==> config.mk <==
export PLATFORM = sky130hd
export DESIGN_NAME = led_seq_lbus
export DESIGN_NICKNAME = d
export VERILOG_FILES = /design/src/rtl/XT_BUS.sv /design/src/rtl/led_seq_lbus_pkg.sv /design/src/rtl/led_pwm_gate.sv /design/src/rtl/led_seq_lbus.sv
export SDC_FILE = /design/constraint.sdc
export NUM_CORES = 1
export LEC_CHECK = 0
export ABC_AREA = 1
export CAP_MARGIN = 20
export CORE_UTILIZATION = 29
export DETAILED_ROUTE_END_ITERATION = 6
export PLACE_DENSITY = 0.45
export SYNTH_ARGS = -nofsm -noshare
export SYNTH_HDL_FRONTEND = slang
export SYNTH_SLANG_ARGS = --single-unit
==> constraint.sdc <==
create_clock -name lb_clk -period 5.5 [get_ports lb_clk]
set_clock_uncertainty 0.05 [all_clocks]
set_input_delay 0.825 -clock lb_clk [delete_from_list [all_inputs] [get_ports lb_clk]]
set_output_delay 0.825 -clock lb_clk [all_outputs]
set_load 0.01 [all_outputs]
==> src/rtl/XT_BUS.sv <==
// XT local-bus slave request type and address match helpers shared by the
// peripherals that sit on the bus.
package XT_BUS;

    typedef struct packed {
        logic        wr;
        logic        rd;
        logic [7:0]  addr;
        logic [31:0] wdata;
    } lb_slave_t;

    function automatic logic MatchWLB(input lb_slave_t lb, input logic [7:0] addr);
        return lb.wr && (lb.addr == addr);
    endfunction

    function automatic logic MatchRLB(input lb_slave_t lb, input logic [7:0] addr);
        return lb.rd && (lb.addr == addr);
    endfunction

endpackage

==> src/rtl/led_seq_lbus_pkg.sv <==
// Register addresses, bit positions and sequencer state type for led_seq_lbus.
package led_seq_lbus_pkg;

    localparam logic [7:0] ADDR_CTRL   = 8'd21;
    localparam logic [7:0] ADDR_PERIOD = 8'd22;
    localparam logic [7:0] ADDR_PAT    = 8'd23;
    localparam logic [7:0] ADDR_STATUS = 8'd24;
    localparam logic [7:0] ADDR_BRIGHT = 8'd25;

    localparam int CTRL_RUN   = 0;
    localparam int CTRL_LOOP  = 1;
    localparam int CTRL_CLEAR = 2;
    localparam int CTRL_BUSY  = 3;
    localparam int STATUS_OVF = 8;

    typedef enum logic {
        SEQ_IDLE = 1'b0,
        SEQ_RUN  = 1'b1
    } seq_state_e;

endpackage

==> src/rtl/led_pwm_gate.sv <==
// Free-running 8-bit PWM counter; on is high while the count is below duty.
// Only built when LED_SEQ_PWM_EN is defined.
`ifdef LED_SEQ_PWM_EN
module led_pwm_gate (
    input  logic       clk,
    input  logic       rst_n,
    input  logic [7:0] duty,
    output logic       on
);

    logic [7:0] cnt_q;

    always_ff @(posedge clk or negedge rst_n) begin
        if (!rst_n) begin
            cnt_q <= '0;
        end else begin
            cnt_q <= cnt_q + 8'd1;
        end
    end

    assign on = (cnt_q < duty);

endmodule
`endif

==> src/rtl/led_seq_lbus.sv <==
// Local-bus LED pattern sequencer: buffers CPU-written patterns and steps
// through them at a programmable rate. LED_SEQ_PWM_EN adds brightness PWM.
module led_seq_lbus
    import XT_BUS::*;
    import led_seq_lbus_pkg::*;
#(
    parameter int LED_NUM = 8,
    parameter int DEPTH   = 8
) (
    input  logic               lb_clk,
    input  logic               rst_n,
    input  lb_slave_t          xt_lb,
    output logic [31:0]        rdata,
    output logic [LED_NUM-1:0] led
);

    localparam int IDX_W = $clog2(DEPTH);
    localparam logic [IDX_W-1:0]   IDX_ONE   = 1;
    localparam logic [4:0]         COUNT_MAX = 5'(DEPTH);
    localparam logic [LED_NUM-1:0] LED_OFF   = '1;

    seq_state_e         state_q;
    logic               loop_q;
    logic [23:0]        period_q;
    logic [4:0]         count_q;
    logic [IDX_W-1:0]   idx_q;
    logic [24:0]        step_q;
    logic               ovf_q;
    logic [LED_NUM-1:0] led_q;
    logic [LED_NUM-1:0] pat_mem [DEPTH];

    logic wr_ctrl, wr_period, wr_pat, wr_status;
    logic busy, last_step, pwm_on;
    logic unused_bits;

    assign wr_ctrl   = MatchWLB(xt_lb, ADDR_CTRL);
    assign wr_period = MatchWLB(xt_lb, ADDR_PERIOD);
    assign wr_pat    = MatchWLB(xt_lb, ADDR_PAT);
    assign wr_status = MatchWLB(xt_lb, ADDR_STATUS);

    assign busy        = (state_q == SEQ_RUN);
    assign last_step   = (5'(idx_q) == (count_q - 5'd1));
    assign led         = led_q;
    assign unused_bits = ^xt_lb.wdata[31:24];

`ifdef LED_SEQ_PWM_EN
    logic [7:0] bright_q;
    logic       wr_bright;

    assign wr_bright = MatchWLB(xt_lb, ADDR_BRIGHT);

    always_ff @(posedge lb_clk or negedge rst_n) begin
        if (!rst_n) begin
            bright_q <= 8'hFF;
        end else if (wr_bright) begin
            bright_q <= xt_lb.wdata[7:0];
        end
    end

    led_pwm_gate u_pwm (
        .clk   (lb_clk),
        .rst_n (rst_n),
        .duty  (bright_q),
        .on    (pwm_on)
    );
`else
    assign pwm_on = 1'b1;
`endif

    // Buffer has no reset; contents are only meaningful below count_q.
    always_ff @(posedge lb_clk) begin
        if (wr_pat && (count_q != COUNT_MAX)) begin
            pat_mem[count_q[IDX_W-1:0]] <= xt_lb.wdata[LED_NUM-1:0];
        end
    end

    // led is updated on the same edge as state/idx so BUSY and the LED drive
    // change together; the entry cycle shows all-off and loads PERIOD+1 so the
    // first pattern still gets its full PERIOD+1 cycles.
    always_ff @(posedge lb_clk or negedge rst_n) begin
        if (!rst_n) begin
            state_q  <= SEQ_IDLE;
            loop_q   <= 1'b0;
            period_q <= '0;
            count_q  <= '0;
            idx_q    <= '0;
            step_q   <= '0;
            ovf_q    <= 1'b0;
            led_q    <= LED_OFF;
        end else begin
            if (wr_pat) begin
                if (count_q == COUNT_MAX) begin
                    ovf_q <= 1'b1;
                end else begin
                    count_q <= count_q + 5'd1;
                end
            end
            if (wr_status && xt_lb.wdata[STATUS_OVF]) begin
                ovf_q <= 1'b0;
            end
            if (wr_period) begin
                period_q <= xt_lb.wdata[23:0];
            end
            if (wr_ctrl) begin
                loop_q <= xt_lb.wdata[CTRL_LOOP];
            end

            if (wr_ctrl && xt_lb.wdata[CTRL_CLEAR]) begin
                count_q <= '0;
                idx_q   <= '0;
                state_q <= SEQ_IDLE;
                led_q   <= LED_OFF;
            end else begin
                case (state_q)
                    SEQ_IDLE: begin
                        led_q <= LED_OFF;
                        if (wr_ctrl && xt_lb.wdata[CTRL_RUN] && (count_q != 5'd0)) begin
                            state_q <= SEQ_RUN;
                            idx_q   <= '0;
                            step_q  <= {1'b0, period_q} + 25'd1;
                        end
                    end
                    SEQ_RUN: begin
                        if (wr_ctrl && !xt_lb.wdata[CTRL_RUN]) begin
                            state_q <= SEQ_IDLE;
                            idx_q   <= '0;
                            led_q   <= LED_OFF;
                        end else if (step_q == 25'd0) begin
                            step_q <= {1'b0, period_q};
                            if (!last_step) begin
                                idx_q <= idx_q + IDX_ONE;
                                led_q <= pwm_on ? pat_mem[idx_q + IDX_ONE] : LED_OFF;
                            end else if (loop_q) begin
                                idx_q <= '0;
                                led_q <= pwm_on ? pat_mem[0] : LED_OFF;
                            end else begin
                                state_q <= SEQ_IDLE;
                                idx_q   <= '0;
                                led_q   <= LED_OFF;
                            end
                        end else begin
                            step_q <= step_q - 25'd1;
                            led_q  <= pwm_on ? pat_mem[idx_q] : LED_OFF;
                        end
                    end
                    default: state_q <= SEQ_IDLE;
                endcase
            end
        end
    end

    always_comb begin
        rdata = '0;
        if (MatchRLB(xt_lb, ADDR_CTRL)) begin
            rdata[CTRL_RUN]  = busy;
            rdata[CTRL_LOOP] = loop_q;
            rdata[CTRL_BUSY] = busy;
            rdata[11:8]      = 4'(idx_q);
        end else if (MatchRLB(xt_lb, ADDR_PERIOD)) begin
            rdata[23:0] = period_q;
        end else if (MatchRLB(xt_lb, ADDR_PAT)) begin
            rdata[LED_NUM-1:0] = led_q;
        end else if (MatchRLB(xt_lb, ADDR_STATUS)) begin
            rdata[4:0]        = count_q;
            rdata[STATUS_OVF] = ovf_q;
        end
`ifdef LED_SEQ_PWM_EN
        else if (MatchRLB(xt_lb, ADDR_BRIGHT)) begin
            rdata[7:0] = bright_q;
        end
`endif
    end

endmodule

==> results of run 1 <==
## per-layer routing
metal	routed length [um]	share of wire	GRT usage
met5	0	0	0
met4	478	0.017	0.0627
met2	12500	0.44	0.300
met1	13800	0.49	0.288
met3	1550	0.055	0.0320
## power by group through the flow
stage               Sequential (uW)  Clock [uW]  Combinational [uW]
global route                   1480        1230                1750
finish                         1450        1170                1550
detailed placement             1460           0                1540
global placement               1470           0                1540
CTS                            1450        1180                1550
floorplan                      1360           0                1140
## metrics by stage
step,cell area [um2],std cells,worst slack (ns),hold WS (ns),utilization
after floorplan,8420,1133,2.66,0.399,-
after detailed placement,9370,1539,1.60,0.420,0.334
final,9950,1571,1.61,0.228,0.354
after global routing,9950,1571,1.42,0.257,0.354
after CTS,9950,1571,1.58,0.239,0.354
after global placement,9370,1539,1.58,0.418,0.334
## sequential cells by signal (all words and copies together) (netlist names)
| name | flops |
|---|---|
| busy | 1 |
| count_q | 5 |
| idx_q | 3 |
| led | 8 |
| loop_q | 1 |
| ovf_q | 1 |
| pat_mem | 64 |
| period_q | 24 |
| step_q | 25 |
## cells in the mapped netlist, types with 3 or more instances
library cell / n / share of area
a21oi_1: 50 / 0.030
a22oi_1: 4 / 0.0036
buf_1: 3 / 0.0013
buf_2: 13 / 0.0078
buf_4: 9 / 0.0081
buf_6: 6 / 0.0081
clkbuf_1: 20 / 0.0089
dfrtp_1: 60 / 0.18
dfstp_2: 8 / 0.025
edfxtp_1: 64 / 0.23
ha_1: 5 / 0.0075
inv_1: 80 / 0.036
inv_2: 6 / 0.0027
nand2_1: 301 / 0.13
nand2_2: 8 / 0.0060
nand3_1: 87 / 0.052
nand3b_1: 5 / 0.0045
nand4_1: 15 / 0.011
nor2_1: 174 / 0.078
nor2_2: 8 / 0.0060
nor2_4: 5 / 0.0067
nor3_1: 20 / 0.012
o211ai_1: 15 / 0.013
o21ai_0: 94 / 0.056
o22ai_1: 18 / 0.013
xor2_1: 18 / 0.019
## cell type report
type,instances,area (um2)
Fill cell,3035,18100
Multi-Input combinational cell,861,4150
Sequential cell,132,3630
Timing Repair Buffer,79,758
Tap cell,378,473
Clock buffer,19,443
Inverter,89,349
Clock inverter,13,139
## cell families (layout without fill, tap and decap cells)
kind of cell,after synthesis,in the layout,synth area share
buffers and inverters,140,200,0.0757
AO/OA/AOI/OAI,189,189,0.125
multiplexers,2,2,0.00268
flip-flops,132,132,0.433
adder cells (fa/ha/maj),5,5,0.00745
AND/OR/NAND/NOR,636,636,0.333
other,1,8,0.000447
XOR/XNOR,21,21,0.0228
## worst max path at each step
stage / to / from / cells after the start
2_1_floorplan: rdata[21] / xt_lb[37] / 8
3_5_place_dp: rdata[10] / xt_lb[36] / 8
4_1_cts: rdata[4] / xt_lb[36] / 8
3_3_place_gp: rdata[8] / xt_lb[36] / 8
5_1_grt: rdata[5] / xt_lb[36] / 8
6_report: rdata[9] / xt_lb[36] / 8
==> summary.txt, run 1 <==
Timing
  – RSZ-0062 raised after global routing: false
  – Worst-margin pin slew: 0.962 ns
  – Fin Setup TNS: 0 ns
  – Final setup viols: 0
  – Fmax achieved: 257 MHz
  – Slew HR: 0.356
  – Tmin final: 3.89 ns
  – Tcrit/Tclk final: 0.707
  – Final Max Slew Viols: 0
  – Final Hold Vio Count: 0

Power
  – Switching power: 1740 uW
  – Sequential share of power: 0.349
  – P_leak: 0.00436 uW
  – Clk network pwr share: 0.280
  – Pint: 2420 uW
  – Peak supply drop: 0.256 mV
  – Combinational Power Share: 0.372
  – Switching Fraction: 0.418
  – Final Total Pwr: 4170 uW
  – Pwr Density: 419 mW/mm2

Worst setup path
  – Worst Path Arrival: 3.01 ns
  – CP Max Fanout: 19
  – Crit Path Class: in -> out
  – Reg-to-reg endpoint: led[6]
  – Slowest CP cell: clkdlybuf4s50_1
  – Internal reg-to-reg setup slack: 2.25 ns
  – CP endpoint kind: output port
  – Worst flop-to-flop path startpoint: idx_q[0]
  – Critical path cell sequence: clkdlybuf4s50_1 -> nand2_1 -> nor2_4 -> nand2_1 -> nor2_2 -> inv_2 -> o22ai_1 -> clkdlybuf4s50_1
  – R2R cell count: 9
  – Crit path max-delay family: buffers and inverters
  – Crit start category: input port
  – Worst path bufs/invs: 3
  – WP data required: 4.62 ns
  – Max stage delay on crit path: 0.62 ns

Global route
  – Initial antenna violation count: 0
  – Pin count of the biggest net entering global routing: 50
  – Vias in the first global route: 7215
  – Total GRT Usage: 0.199
  – First-pass GRT wire length: 43100 um
  – Gr ovfl total: 0

Job
  – Count of max-cap constraint violations: 0

Detailed routing
  – # DRC: 0
  – Vias per std cell: 4.95
  – Drt wl/cell: 18.1 um
  – Total wire length: 28400 um
  – DRT Pass-1 Iters: 5
  – 1st-iter DRT viols: 720
  – Vias: 7776
  – Antenna viol nets, final: 0

Logic synthesis
  – Synth Area per Inst: 7.45 um2
  – Synth warn: 0
  – FF+latch count, synth: 132
  – Register area share after synthesis: 0.433
  – Count of cell types in the netlist: 47
  – Post-synth EDFFs: 64
  – Number of standard cells after synthesis: 1126
  – Ys flop type: edfxtp_1
  – Async S/R FF share, synth: 0.515
  – Post-Syn Area: 0.00839 mm2

Run status
  – Outcome: finished clean

Floorplanning
  – Die area: 0.0296 mm2
  – Io pins: 84
  – Die Ht: 172 um
  – Die X: 172 um
  – Core ar.: 0.0281 mm2
  – Starting Density: 0.299
  – Cell row count: 61

Placed design
  – Routability cong.: 0.840
  – Input/output buffers: 67
  – HPWL after DPL: 20200 um

Clock network
  – Max clock buf depth: 2
  – Clock-pin slew on the worst setup and hold paths: 0.06 ns
  – CTS resizes: 0
  – CTS tree: yes
  – CTS HTree Levels: 4
  – Clk Latency, worst-skew pair: 0.44 ns
  – CTS Sinks: 132
  – CTS Hold Buffers Added: 0
  – Post-CTS Setup Bufs: 0
  – Root Buffer: clkbuf_16
  – Cts bufs inserted: 17

Finish
  – Most common cell after layout, fill and taps aside: nand2_1
  – Area Overhead vs Synth: 18.6%
  – # diodes: 0
  – Most frequent cells in the layout: nand2_1, nor2_1, o21ai_0
  – Share of cells above drive strength 1: 0.0838
  – Nets@finish: 1229

Hold path
  – HP Class: in -> async
No activity file was read; power rests on OpenSTA's default activity.
==> inputs of run 2 (changes only) <==
--- a/config.mk
+++ b/config.mk
@@ -9,7 +9,7 @@
 export CAP_MARGIN = 20
 export CORE_UTILIZATION = 29
 export DETAILED_ROUTE_END_ITERATION = 6
-export PLACE_DENSITY = 0.45
+export PLACE_DENSITY = 0.47
 export SYNTH_ARGS = -nofsm -noshare
 export SYNTH_HDL_FRONTEND = slang
 export SYNTH_SLANG_ARGS = --single-unit
==> constraint.sdc (replaced) <==
create_clock -name lb_clk -period 3.4 [get_ports lb_clk]
set_clock_uncertainty 0.05 [all_clocks]
set_input_delay 0.51 -clock lb_clk [delete_from_list [all_inputs] [get_ports lb_clk]]
set_output_delay 0.51 -clock lb_clk [all_outputs]
set_load 0.01 [all_outputs]
==> run 2 against run 1 <==
Combinational power rose by 69%. Cell count rose by 0.57%. Sequential share of layout area fell by 0.16 points. Clock power rose by 53%. Critical path type unchanged. Largest cell class unchanged.
==> summary.txt, run 2 (synthesized netlist as in run 1, its figures left out) <==
Timing
  – Slew HR: 0.363 (+0.00707)
  – Worst setup margin: 0.208 ns (-1.40 ns)
  – RSZ-0062 raised after global routing: false
  – Final Hold Vio Count: 0 (unchanged)
  – Final Max Slew Viols: 0 (unchanged)
  – Tcrit/Tclk final: 0.939
  – Fmax achieved: 313 MHz
  – Worst-margin pin slew: 0.955 ns (-0.00706 ns)
  – Fin Setup TNS: 0 ns (unchanged)
  – Tmin final: 3.19 ns
  – Final setup viols: 0 (unchanged)

Power
  – Final Total Pwr: 6670 uW (+60%)
  – Switching Fraction: 0.418 (about the same)
  – P_leak: 0.00439 uW (+0.66%)
  – Clk network pwr share: 0.268 (-0.012)
  – Switching power: 2790 uW (+60%)
  – Pint: 3880 uW (+60%)
  – Sequential share of power: 0.339 (-0.010)
  – Combinational Power Share: 0.392 (+0.020)
  – Pwr Density: 667 mW/mm2 (+59%)
  – Peak supply drop: 0.399 mV (+56%)

Run status
  – Outcome: finished clean

Worst setup path
  – Crit start category: input port
  – Worst Setup SP: xt_lb[32]
  – CP endpoint kind: output port
  – Reg-to-reg endpoint: led[6]
  – Worst flop-to-flop path startpoint: count_q[0]
  – R2R cell count: 13 (+4)
  – WP data required: 2.84 ns (-1.78 ns)
  – Crit Path Class: in -> out
  – Worst Path Arrival: 2.63 ns (-0.38 ns)
  – CP Max Fanout: 5 (-14)
  – Internal reg-to-reg setup slack: 0.90 ns (-1.35 ns)

Clock network
  – Clk Latency, worst-skew pair: 0.43 ns (about the same)
  – Post-CTS Setup Bufs: 0 (unchanged)
  – CTS tree: yes
  – CTS HTree Levels: 4 (unchanged)
  – CTS resizes: 0 (unchanged)
  – Clock-pin slew on the worst setup and hold paths: 0.07 ns (about the same)
  – Max clock buf depth: 2 (unchanged)
  – CTS Sinks: 132 (unchanged)
  – CTS Hold Buffers Added: 0 (unchanged)
  – Cts bufs inserted: 17 (unchanged)
  – Root Buffer: clkbuf_16

Floorplanning
  – Cell row count: 61 (unchanged)
  – Die X: 172 um (unchanged)
  – Starting Density: 0.299 (unchanged)
  – Io pins: 84 (unchanged)
  – Die Ht: 172 um (unchanged)
  – Core ar.: 0.0281 mm2 (unchanged)
  – Die area: 0.0296 mm2 (unchanged)

Placed design
  – Input/output buffers: 67 (unchanged)
  – HPWL after DPL: 20000 um (-0.84%)
  – Routability cong.: 0.881 (+4.9%)
  – Post-Place Worst Slack: 0.190 ns (-1.41 ns)

Finish
  – Nets@finish: 1238 (+0.73%)
  – Fill cell count: 3016 (-0.63%)
  – Area Overhead vs Synth: 19.1%
  – Multi-input logic area: 0.00415 mm2 (unchanged)
  – Register area: 0.00363 mm2 (unchanged)
  – Share of cells above drive strength 1: 0.0907 (+0.00686)
  – Most frequent cells in the layout: nand2_1, nor2_1, o21ai_0
  – # diodes: 0 (unchanged)
  – Max FFs per register: 64 (unchanged)
  – Most common cell after layout, fill and taps aside: nand2_1

Detailed routing
  – Total wire length: 27800 um (-2.1%)
  – # DRC: 0 (unchanged)
  – DRT Pass-1 Iters: 5 (unchanged)
  – Vias per std cell: 4.89 (-1.1%)
  – Drt wl/cell: 17.6 um (-2.6%)
  – Vias: 7734 (-0.54%)
  – Antenna viol nets, final: 0 (unchanged)
  – 1st-iter DRT viols: 640 (-11%)

Global route
  – First-pass GRT wire length: 42700 um (-0.91%)
  – Gr ovfl total: 0 (unchanged)
  – Pin count of the biggest net entering global routing: 69 (+38%)
  – Total GRT Usage: 0.195 (-0.00385)
  – Initial antenna violation count: 0 (unchanged)
  – Vias in the first global route: 7264 (+0.68%)

Hold path
  – HP Class: in -> async

Job
  – Count of max-cap constraint violations: 0 (unchanged)
run 2: cell count changes in the layout (fill, tap and decap cells not counted), sizes merged:
| cell | previous run | this run |
|---|---|---|
| buf | 13 | 22 |
| clkinvlp | 1 | 3 |
| bufinv | 1 | 0 |
| clkinv | 6 | 5 |
run 2: worst max-delay path by stage:
stage / end / slack, ns / depth (start not counted)
floorplan: pat_mem[3][0] / 1.01 / 9
global placement: rdata[8] / 0.19 / 8
detailed placement: rdata[10] / 0.19 / 8
CTS: rdata[10] / 0.18 / 8
global route: rdata[5] / 0.05 / 8
finish: rdata[10] / 0.21 / 8
run 2: cell type report:
type	count	area share
Timing Repair Buffer	88	0.0826
Tap cell	378	0.0473
Inverter	89	0.0349
Multi-Input combinational cell	861	0.416
Clock buffer	19	0.0443
Sequential cell	132	0.364
Clock inverter	13	0.0115
run 2: per-stage QoR:
stage / utilization / hold WS (ns) / cell area [um2] / cells
6_report: 0.356 / 0.170 / 9990 / 1580
5_1_grt: 0.356 / 0.249 / 9990 / 1580
4_1_cts: 0.356 / 0.214 / 9990 / 1580
3_5_place_dp: 0.336 / 0.415 / 9440 / 1548
3_3_place_gp: 0.336 / 0.417 / 9440 / 1548
2_1_floorplan: - / 0.164 / 8420 / 1133
run 2: routing by layer:
metal  part of all wire  global-route usage  vias up  wire length [um]
met4              0.017              0.0573        0               469
met3              0.044              0.0380       29              1220
met5                  0                   0        -                 0
met2               0.46               0.306      186             12700
li1                   -                   -     3861                 -
met1               0.48               0.270     3658             13400
run 2: worst max-delay path, stage by stage:
cell             delay (ns)
clkdlybuf4s50_1        0.60
nand2_2                0.10
nor2_4                 0.14
nand2_4                0.09
nor2_1                 0.31
inv_1                  0.13
o22ai_1                0.18
clkdlybuf4s50_1        0.58
run 2: power by group through the flow:
| stage | logic [uW] | clock network, uW | registers [uW] |
|---|---|---|---|
| 4_1_cts | 2630 | 1830 | 2260 |
| 2_1_floorplan | 1850 | 0 | 2200 |
| 6_report | 2620 | 1790 | 2260 |
| 5_1_grt | 2970 | 1880 | 2300 |
| 3_3_place_gp | 2620 | 0 | 2300 |
| 3_5_place_dp | 2610 | 0 | 2280 |
